### src/rtl/pulse_width_stats.sv
// Pulse width statistics: synchronizes pulse_in, times each active pulse in clock
// cycles and keeps shortest/longest/most recent length, a pulse count and an overflow flag.
module pulse_width_stats #(
   parameter int N_BITS      = 8,
   parameter int CNT_BITS    = 16,
   parameter bit POLARITY    = 1'b1,
   parameter int SYNC_STAGES = 2
) (
   input  logic                clk,
   input  logic                reset_n,
   input  logic                clear,
   input  logic                pulse_in,
   output logic [N_BITS-1:0]   minimum,
   output logic [N_BITS-1:0]   maximum,
   output logic [N_BITS-1:0]   last,
   output logic [CNT_BITS-1:0] pulse_count,
   output logic                valid,
   output logic                overflow
);

   typedef enum logic [1:0] {ARM, IDLE, MEASURE} state_e;

   localparam logic INACTIVE = !POLARITY;

   logic [SYNC_STAGES-1:0] sync_q;
   logic [SYNC_STAGES-1:0] fill_q;
   logic                   active;
   logic                   primed;

   state_e                 state_q, state_d;
   logic [N_BITS-1:0]      len_q, len_d;
   logic                   sat_q, sat_d;
   logic [N_BITS-1:0]      min_q, min_d;
   logic [N_BITS-1:0]      max_q, max_d;
   logic [N_BITS-1:0]      last_q, last_d;
   logic [CNT_BITS-1:0]    cnt_q, cnt_d;
   logic                   valid_q, valid_d;
   logic                   ovf_q, ovf_d;

   // fill_q marks when the synchronizer holds real samples rather than its reset value,
   // so ARM cannot mistake the forced-inactive reset level for the end of a live pulse.
   always_ff @(posedge clk or negedge reset_n) begin
      if (!reset_n) begin
         sync_q <= {SYNC_STAGES{INACTIVE}};
         fill_q <= '0;
      end else begin
         sync_q <= {sync_q[SYNC_STAGES-2:0], pulse_in};
         fill_q <= {fill_q[SYNC_STAGES-2:0], 1'b1};
      end
   end

   assign active = (sync_q[SYNC_STAGES-1] == POLARITY);
   assign primed = fill_q[SYNC_STAGES-1];

   always_comb begin
      state_d = state_q;
      len_d   = len_q;
      sat_d   = sat_q;
      min_d   = min_q;
      max_d   = max_q;
      last_d  = last_q;
      cnt_d   = cnt_q;
      valid_d = valid_q;
      ovf_d   = ovf_q;

      unique case (state_q)
         ARM: begin
            if (primed && !active) state_d = IDLE;
         end
         IDLE: begin
            if (active) begin
               state_d = MEASURE;
               len_d   = N_BITS'(1);
               sat_d   = 1'b0;
            end
         end
         MEASURE: begin
            if (active) begin
               if (len_q == '1) sat_d = 1'b1;
               else             len_d = len_q + N_BITS'(1);
            end else begin
               // A saturated counter already reads all-ones, so len_q is the committed length.
               state_d = IDLE;
               last_d  = len_q;
               if (len_q < min_q) min_d = len_q;
               if (len_q > max_q) max_d = len_q;
               if (cnt_q != '1)   cnt_d = cnt_q + CNT_BITS'(1);
               valid_d = 1'b1;
               if (sat_q) ovf_d = 1'b1;
            end
         end
         default: state_d = ARM;
      endcase

      if (clear) begin
         state_d = ARM;
         len_d   = '0;
         sat_d   = 1'b0;
         min_d   = '1;
         max_d   = '0;
         last_d  = '0;
         cnt_d   = '0;
         valid_d = 1'b0;
         ovf_d   = 1'b0;
      end
   end

   always_ff @(posedge clk or negedge reset_n) begin
      if (!reset_n) begin
         state_q <= ARM;
         len_q   <= '0;
         sat_q   <= 1'b0;
         min_q   <= '1;
         max_q   <= '0;
         last_q  <= '0;
         cnt_q   <= '0;
         valid_q <= 1'b0;
         ovf_q   <= 1'b0;
      end else begin
         state_q <= state_d;
         len_q   <= len_d;
         sat_q   <= sat_d;
         min_q   <= min_d;
         max_q   <= max_d;
         last_q  <= last_d;
         cnt_q   <= cnt_d;
         valid_q <= valid_d;
         ovf_q   <= ovf_d;
      end
   end

   assign minimum     = min_q;
   assign maximum     = max_q;
   assign last        = last_q;
   assign pulse_count = cnt_q;
   assign valid       = valid_q;
   assign overflow    = ovf_q;

endmodule

### config.mk
export PLATFORM = sky130hd
export DESIGN_NAME = pulse_width_stats
export DESIGN_NICKNAME = d
export VERILOG_FILES = /design/src/rtl/pulse_width_stats.sv
export SDC_FILE = /design/constraint.sdc
export NUM_CORES = 1
export LEC_CHECK = 0
export CAP_MARGIN = 20
export CORE_MARGIN = 5
export CORE_UTILIZATION = 59
export CTS_CLUSTER_DIAMETER = 200
export DETAILED_ROUTE_END_ITERATION = 8
export GPL_ROUTABILITY_DRIVEN = 0
export HOLD_SLACK_MARGIN = 0.03
export PLACE_DENSITY = 0.84
export SYNTH_ARGS = -nofsm -noshare
export SYNTH_HDL_FRONTEND = slang
export SYNTH_SLANG_ARGS = --single-unit
### constraint.sdc
create_clock -name clk -period 3.15 [get_ports clk]
set_input_delay 0.4725 -clock clk [delete_from_list [all_inputs] [get_ports clk]]
set_output_delay 0.4725 -clock clk [all_outputs]
set_load 0.1 [all_outputs]
==> out/qor.csv, run 1 <==
metric,value,unit
FF/Latch Area,1440,sq um
f_max,0.446,GHz
peak supply drop,0.330,mV
internal reg-to-reg setup slack,910,ps
most frequent cells in the layout,"dfrtp_1 (49), buf_4 (44), nor2_1 (34), nand2_1 (26), a21oi_1 (26)",
Setup crit end kind,register,
Initial Util,61.1,%
Hold Path Class,input pin to asynchronous set/reset pin,
Synth Register Bits,57,
Fillers,390,
initial antenna violation count,0,
"Data required, critical path",3400,ps
RSZ-0062 raised after global routing,false,
Slew @ Worst Pin,907,ps
Finished Cell Area,3690,sq um
post-synthesis sequential area ratio,45.7,%
period utilization,71.2,%
wire per inst,15.5,microns
final setup vio count,0,
cts repair resizes,0,
total CTS buffers,9,
Worst EP arrival,2500,ps
vias post-DR,2474,
critical path type,register to register,
DRC,0,
synthesized area,3140,sq um
leading area contributor after synthesis,dfrtp_1,
slew margin rel.,39.5,%
Clock Latency Late Sink,330,ps
GRT overflow,0,
Post-synth top flop,dfrtp_1,
placed cells,423,
P per Cell Area,427,nW/um^2
crit start category,register,
Die W,83.0,microns
final core utilization,71.8,%
Post-Syn Instances,321,
CTS sink cnt,57,
final WL,6790,microns
number of buffers added for setup after CTS,0,
DP HPWL,4650,microns
CTS Root Cell,clkbuf_8,
Final Power,1570,uW
total die area,6880,sq um
core area,5140,sq um
TritonRoute pass-1 iters,4,
Ports,46,
CTS hold repair buffers,0,
Post-DP Area,3500,sq um
die height,83.0,microns
CP max FO,16,
ys async rst share,100,%
Tot GR Track Use,20.2,%
Syn. warnings,0,
Inserted Diodes,0,
Port Buffers,45,
CTS tree,done,
H-tree Lvls,3,
site row count,26,
syn nets,342,
layout cells sized above 1,22.0,%
first-pass GRT wire length,11300,microns
Multi-input gate area,1550,sq um
P_leak,0.00161,uW
share of the synthesized area in the top cell type,39.0,%
Area contributors post-synth,"dfrtp_1 (39%), ha_1 (6.8%), dfstp_2 (6.7%)",
Pins Over Slew Limit,0,
Synth cell types,53,
post-route minimum period,2240,ps
"commonest non-fill, non-tap cell in the layout",dfrtp_1,
Total Nets Final,385,
Post-synth EDFFs,0,
average cell area after synthesis,9.78,sq um
Initial DRC Count,150,
post-route ant nets,0,
Setup TNS Final,0,ps
Fin Clk Skew,2.85,ps
clock transition at the registers of the reported paths,60,ps
vias per cell,5.64,
Max-cap violations,0,
clk buf depth,2,
run status,completed,
Synth-to-Final Area Change,17.5,%
Layout Cells excl Fill,439,
vias in the first global route,2387,
largest net degree at the start of global routing,53,
Hold Fails Final Rpt,0,
## state kept, by name, summed over array words and instances (netlist names)
name / count
pulse_count: 16
overflow: 1
state_q: 2
last: 8
sync_q: 2
len_q: 8
sat_q: 1
minimum: 8
fill_q: 2
valid: 1
maximum: 8
## final cells by class
class	instances	area share (%)
multi-input combinational	227	41.9
sequential	57	38.9
timing repair buffer	47	9.49
clock buffer	13	4.03
tap	70	2.37
inverter	22	2.24
clock inverter	3	1.08
## metrics by stage
step                      hold WS [ps]  worst slack [ps]
final                              142               908
after detailed placement           341               838
after global routing               185               694
after global placement             334               881
after CTS                          142               899
after floorplan                    177               564
## worst paths after layout
check / from / endpoint / cells after the start
worst max-delay path: state_q[0]$_DFFE_PN0P_ / minimum[0]$_DFFE_PN1P_ / 5
min in group clk: sync_q[0]$_DFF_PN0_ / sync_q[1]$_DFF_PN0_ / 0
worst min-delay path: reset_n / maximum[4]$_DFFE_PN0P_ / 1
max in group asynchronous: reset_n / last[0]$_DFFE_PN0P_ / 2
worst min register to register: sync_q[0]$_DFF_PN0_ / sync_q[1]$_DFF_PN0_ / 0
worst max register to register: state_q[0]$_DFFE_PN0P_ / minimum[0]$_DFFE_PN1P_ / 5
## kinds of logic (layout without fill, tap and decap cells)
| family | after synthesis | count (layout) | share of synthesized area [%] |
|---|---|---|---|
| compound gates | 65 | 65 | 14.9 |
| xor+xnor | 13 | 13 | 3.63 |
| fa+ha+maj | 17 | 17 | 6.77 |
| buf+inv | 37 | 85 | 5.06 |
| flops | 57 | 57 | 45.7 |
| mux | 9 | 9 | 2.87 |
| other cells | 1 | 1 | 0.119 |
| simple gates | 122 | 122 | 20.9 |
## worst max-delay path, cell delays in order (launching register included)
cell and delay (ps):
dfrtp_1 470, nor3b_4 670, o22ai_2 180, a211oi_4 580, a21oi_1 140, o21ai_0 120
## power by group
group	total (uW)	switching, uW	internal [uW]
sequential	762	11.3	750
combinational	152	117	34.2
clock	661	276	385
## Yosys cell counts, drive strengths merged (3+ instances only)
master / instances
dfstp: 8
nand2: 26
clkbuf: 8
nand3: 5
xnor2: 11
nor3: 11
nand2b: 18
nor2: 34
a211oi: 10
ha: 17
inv: 22
a2111oi: 3
mux2i: 9
nand4: 5
a21oi: 26
nor2b: 3
nor4: 6
buf: 7
dfrtp: 49
nor3b: 3
o21ai: 15
## routing by layer
metal / up-vias / routed length (microns) / global-route usage, %
met5: - / 0 / 0
met4: 0 / 174 / 10.8
met3: 14 / 291 / 3.47
met2: 66 / 3260 / 31.0
met1: 1191 / 3060 / 27.3
li1: 1203 / - / -
Note: power is estimated with default switching activity, not from simulation.
==> run 2: changes to the inputs <==
--- a/config.mk
+++ b/config.mk
@@ -7,12 +7,12 @@
 export LEC_CHECK = 0
 export CAP_MARGIN = 20
 export CORE_MARGIN = 5
-export CORE_UTILIZATION = 59
+export CORE_UTILIZATION = 49
 export CTS_CLUSTER_DIAMETER = 200
 export DETAILED_ROUTE_END_ITERATION = 8
 export GPL_ROUTABILITY_DRIVEN = 0
 export HOLD_SLACK_MARGIN = 0.03
-export PLACE_DENSITY = 0.84
+export PLACE_DENSITY = 0.74
 export SYNTH_ARGS = -nofsm -noshare
 export SYNTH_HDL_FRONTEND = slang
 export SYNTH_SLANG_ARGS = --single-unit
==> constraint.sdc (replaced) <==
create_clock -name clk -period 1.8 [get_ports clk]
set_input_delay 0.27 -clock clk [delete_from_list [all_inputs] [get_ports clk]]
set_output_delay 0.27 -clock clk [all_outputs]
set_load 0.1 [all_outputs]
==> run 2 against run 1 <==
  * Largest cell class unchanged
  * The run now ends with negative setup slack left
  * Critical endpoint is now minimum[1]$_DFFE_PN1P_
  * Cell count increased by 12%
  * Routed wire length increased by 26%
  * Utilization increased by 5.6 points
  * Critical path type unchanged
  * Worst hold slack improved by 210 ps
  * Flip-flop and latch count unchanged
  * Power increased by 96%
==> out/qor.csv, run 2 (synthesized netlist as in run 1, its figures left out) <==
metric,value,unit,change
H-tree Lvls,3,,unchanged
first-pass GRT wire length,13800,microns,+22%
DRC,0,,unchanged
final setup vio count,10,,+10
GRT overflow,0,,unchanged
Worst EP arrival,2170,ps,-330 ps
Stages on worst setup path,8,,+3
Fin Clk Skew,8.07,ps,+5.22 ps
DP HPWL,5660,microns,+22%
critical path type,register to register,,
Total Nets Final,430,,+12%
max reg flops,16,,unchanged
Fin Hold WS,353,ps,+211 ps
largest net degree at the start of global routing,58,,+9.4%
Switching Fraction,25.5,%,-0.22 points
Worst Slack Setup Final,-105,ps,-1010 ps
Tot GR Track Use,20.5,%,+0.28 points
vias in the first global route,2804,,+17%
Fillers,381,,-2.3%
most frequent cells in the layout,"buf_4 (45), buf_12 (38), nor2_1 (34), dfrtp_1 (25), nand2_1 (24)",,
Ports,46,,unchanged
P_leak,0.00199,uW,+23%
RSZ-0062 raised after global routing,true,,
crit start category,register,,
"commonest non-fill, non-tap cell in the layout",buf_4,,
Clock Latency Late Sink,340,ps,about the same
period utilization,106,%,+35 points
post-route ant nets,0,,unchanged
Port Buffers,45,,unchanged
initial antenna violation count,0,,unchanged
CP max FO,5,,-11
TritonRoute pass-1 iters,4,,unchanged
Hold Path Class,register to register,,
CTS tree,done,,
"CP delay by family, top",compound AO/OA/AOI/OAI gates,,
reg2reg path depth,8,,+3
layout cells sized above 1,44.4,%,+22 points
Pins Over Slew Limit,0,,unchanged
cell mode on critical path,a211oi_4,,
cell depth of the worst hold path,0,,
Hold Fails Final Rpt,0,,unchanged
Pint,2290,uW,+96%
CTS Root Cell,clkbuf_8,,
Final Power,3080,uW,+96%
P_sw,785,uW,+94%
die height,90.1,microns,+8.6%
Die W,90.1,microns,+8.6%
total die area,8110,sq um,+18%
post-route minimum period,1900,ps,-338 ps
largest stage delay on the critical path,630,ps,-40 ps
vias post-DR,2743,,+11%
Setup crit end kind,register,,
Max-cap violations,0,,unchanged
slew margin rel.,66.4,%,+27 points
crit path cell chain,"inv_4, ha_4, a211oi_4, o22ai_2, a211oi_4, buf_6, a21oi_1, o21ai_1",,
Initial Util,50.0,%,-11 points
clock transition at the registers of the reported paths,70,ps,about the same
final WL,8560,microns,+26%
f_max,0.525,GHz,+18%
CTS sink cnt,57,,unchanged
wire per inst,17.4,microns,+13%
Initial DRC Count,239,,+59%
Setup WS pre-CTS,-94.7,ps,-932 ps
peak supply drop,0.580,mV,+76%
failing checks,negative setup slack,,
Inserted Diodes,0,,unchanged
clock network power share,44.3,%,+2.3 points
Buf/Inv on CP,2,,+2
P per Cell Area,634,nW/um^2,+49%
Synth-to-Final Area Change,54.7,%,
clk buf depth,2,,unchanged
"Data required, critical path",2070,ps,-1330 ps
site row count,29,,+12%
register share of total power,43.5,%,-4.9 points
vias per cell,5.59,,-0.87%
Finished Cell Area,4860,sq um,+32%
total CTS buffers,9,,unchanged
core area,6280,sq um,+22%
Slew @ Worst Pin,501,ps,-406 ps
critical path's slowest cell,dfstp_4,,
Comb pwr share,12.2,%,+2.6 points
Post-DP Area,4450,sq um,+27%
run status,finished with violations,,
-- run 2: power by group through the flow --
stage | clock [uW] | sequential (uW) | combinational, uW
after floorplan | 0 | 1460 | 106
after global routing | 1440 | 1340 | 401
after CTS | 1370 | 1340 | 358
final | 1360 | 1340 | 374
after detailed placement | 0 | 1370 | 355
after global placement | 0 | 1360 | 350
-- run 2: per-layer routing --
metal / part of all wire [%] / global-route usage, % / up-vias
met5: 0 / 0 / -
met4: 3.3 / 7.20 / 0
met3: 4.3 / 4.84 / 24
met2: 49 / 33.6 / 68
met1: 44 / 26.6 / 1349
li1: - / - / 1302
-- run 2: path summary, 6_finish.rpt --
path,endpoint,slack [ps],start
worst min-delay path,fill_q[1]$_DFF_PN0_,350,fill_q[0]$_DFF_PN0_
min in group asynchronous,last[7]$_DFFE_PN0P_,450,reset_n
worst max-delay path,minimum[1]$_DFFE_PN1P_,-100,minimum[5]$_DFFE_PN1P_
worst min register to register,fill_q[1]$_DFF_PN0_,350,fill_q[0]$_DFF_PN0_
worst max register to register,minimum[1]$_DFFE_PN1P_,-100,minimum[5]$_DFFE_PN1P_
max in group asynchronous,minimum[3]$_DFFE_PN1P_,1030,reset_n
-- run 2: worst reg2reg max path: stages (launching register included) --
cell	delay, ps
dfstp_4	630
inv_4	40
ha_4	220
a211oi_4	260
o22ai_2	120
a211oi_4	250
buf_6	170
a21oi_1	70
o21ai_1	90
-- run 2: final cells by class --
type                    count  area [sq um]  area share (%)
multi-input cells         228          1750            35.9
flip-flops and latches     57          1530            31.4
repair buffers             91          1170            24.0
clock buffers              13           190            3.91
well taps                  77          96.3            1.98
inverters                  22          87.6            1.80
clock inverters             3          43.8           0.901
-- run 2: what timing repair did --
item,4_1_cts,5_1_grt
resized for setup,2,25
gates cloned,0,2
endpoints found under the setup margin,17,27
hold buffers,1,0
pin swaps,0,7
buffers inserted,0,4
endpoints found under the hold margin,49,0
-- run 2: per-stage QoR --
step	setup TNS (ps)	util (%)	instances
after floorplan	-2680	-	321
after global placement	-12.5	70.9	468
after detailed placement	-646	70.9	468
after CTS	-517	74.9	485
after global routing	-1750	77.4	491
final	-637	77.4	491
==> run 3: changes to the inputs <==
--- a/config.mk
+++ b/config.mk
@@ -13,6 +13,7 @@
 export GPL_ROUTABILITY_DRIVEN = 0
 export HOLD_SLACK_MARGIN = 0.03
 export PLACE_DENSITY = 0.74
+export SKIP_LAST_GASP = 1
 export SYNTH_ARGS = -nofsm -noshare
 export SYNTH_HDL_FRONTEND = slang
 export SYNTH_SLANG_ARGS = --single-unit
==> run 3 against run 2 <==
  * The run still ends with negative setup slack left
  * First-iteration DRC count unchanged
  * Clock power about the same
  * Worst setup slack about the same
  * Routed wire length about the same
  * Register-to-register slack about the same
  * Sequential power about the same
  * Clock skew about the same
  * Sequential share of layout area unchanged
  * Power about the same
  * Flip-flop and latch count unchanged
  * Critical path depth unchanged
  * Critical endpoint unchanged
  * Largest cell class unchanged
  * Largest power group unchanged
==> out/qor.csv, run 3 (synthesized netlist as in run 1, its figures left out) <==
metric,value,unit,change
run status,finished with violations,,
failing checks,negative setup slack,,
"commonest non-fill, non-tap cell in the layout",buf_4,,
Worst Slack Setup Final,-104,ps,+0.347 ps
Die W,90.1,microns,unchanged
"CP delay by family, top",compound AO/OA/AOI/OAI gates,,
DRC,0,,unchanged
vias post-DR,2746,,+0.11%
Clock Latency Late Sink,340,ps,about the same
Inserted Diodes,0,,unchanged
vias in the first global route,2804,,unchanged
"Data required, critical path",2070,ps,about the same
post-route ant nets,0,,unchanged
die height,90.1,microns,unchanged
largest stage delay on the critical path,630,ps,about the same
Critical R2R Launch,minimum[5]$_DFFE_PN1P_,,
max reg flops,16,,unchanged
critical path launch point,minimum[5]$_DFFE_PN1P_,,
Hold Fails Final Rpt,0,,unchanged
RSZ-0062 raised after global routing,true,,
period utilization,106,%,about the same
core area,6280,sq um,unchanged
critical path type,register to register,,
peak supply drop,0.580,mV,about the same
clock transition at the registers of the reported paths,70,ps,about the same
Post-DP Area,4450,sq um,unchanged
Max-cap violations,0,,unchanged
Tot GR Track Use,20.5,%,unchanged
wire per inst,17.4,microns,about the same
Setup crit end kind,register,,
Pins Over Slew Limit,0,,unchanged
clk buf depth,2,,unchanged
post-route minimum period,1900,ps,-0.347 ps
total die area,8110,sq um,unchanged
Worst EP arrival,2170,ps,about the same
f_max,0.525,GHz,about the same
P_leak,0.00199,uW,about the same
GRT overflow,0,,unchanged
final WL,8550,microns,about the same
Hold Path Class,register to register,,
crit start category,register,,
CTS Root Cell,clkbuf_8,,
P per Cell Area,633,nW/um^2,about the same
CP max FO,5,,unchanged
first-pass GRT wire length,13800,microns,unchanged
initial antenna violation count,0,,unchanged
Fin Clk Skew,8.46,ps,+0.387 ps
crit path cell chain,"inv_4, ha_4, a211oi_4, o22ai_2, a211oi_4, buf_6, a21oi_1, o21ai_1",,
Finished Cell Area,4860,sq um,unchanged
DP HPWL,5660,microns,unchanged
layout cells sized above 1,44.4,%,unchanged
final setup vio count,12,,+2
Initial Util,50.0,%,unchanged
most frequent cells in the layout,"buf_4 (45), buf_12 (38), nor2_1 (34), dfrtp_1 (25), nand2_1 (24)",,
TritonRoute pass-1 iters,4,,unchanged
Buf/Inv on CP,2,,unchanged
largest net degree at the start of global routing,58,,unchanged
CTS tree,done,,
Initial DRC Count,239,,unchanged
slew margin rel.,66.4,%,about the same
vias per cell,5.59,,+0.11%
cell mode on critical path,a211oi_4,,
Ports,46,,unchanged
Slew @ Worst Pin,501,ps,-0.412 ps
Fin Hold WS,353,ps,-0.0390 ps
H-tree Lvls,3,,unchanged
Total Nets Final,430,,unchanged
Hold Startpoint,fill_q[0]$_DFF_PN0_,,
total CTS buffers,9,,unchanged
site row count,29,,unchanged
CTS sink cnt,57,,unchanged
Port Buffers,45,,unchanged
Synth-to-Final Area Change,54.7,%,unchanged
critical path's slowest cell,dfstp_4,,
run 3: cell counts in the layout (fill, tap and decap cells not counted):
No cell type changed its count.
run 3: metrics by stage:
step | TNS [ps] | power [uW] | cells | setup WS, ps | utilization (%)
floorplan | -2680 | 1570 | 321 | -221 | -
global placement | -12.5 | 1710 | 468 | -12.5 | 70.9
detailed placement | -646 | 1720 | 468 | -94.7 | 70.9
CTS | -517 | 3070 | 485 | -100 | 74.9
global route | -1750 | 3180 | 491 | -170 | 77.4
finish | -642 | 3080 | 491 | -104 | 77.4
run 3: path summary, 6_finish.rpt:
path,endpoint,slack [ps],depth (start not counted)
max,minimum[1]$_DFFE_PN1P_,-100,8
min,fill_q[1]$_DFF_PN0_,350,0
max reg2reg,minimum[1]$_DFFE_PN1P_,-100,8
min reg2reg,fill_q[1]$_DFF_PN0_,350,0
max in group asynchronous,minimum[3]$_DFFE_PN1P_,1030,3
min in group asynchronous,last[7]$_DFFE_PN0P_,450,3
run 3: layout make-up:
| class | count | area [sq um] |
|---|---|---|
| multi-input cells | 228 | 1750 |
| flip-flops and latches | 57 | 1530 |
| fillers | 381 | 1420 |
| repair buffers | 91 | 1170 |
| clock buffers | 13 | 190 |
| well taps | 77 | 96.3 |
| inverters | 22 | 87.6 |
| clock inverters | 3 | 43.8 |
run 3: per-layer routing:
layer / vias up / GRT usage [%] / routed length, microns
met5: - / 0 / 0
met4: 0 / 7.20 / 285
met3: 24 / 4.84 / 389
met2: 73 / 33.6 / 4150
met1: 1348 / 26.6 / 3730
li1: 1301 / - / -
run 3: power by group:
part           internal [uW]  switching, uW
Sequential              1320           21.4
Combinational            138            236
Clock                    837            525
run 3: repair_timing:
item / in CTS / in global routing
hold buffers: 1 / 0
hold endpoints to repair: 49 / 0
setup buffers: 0 / 4
resized for setup: 2 / 25
pin swaps: 0 / 6
cloned: 0 / 2
setup endpoints to repair: 17 / 27
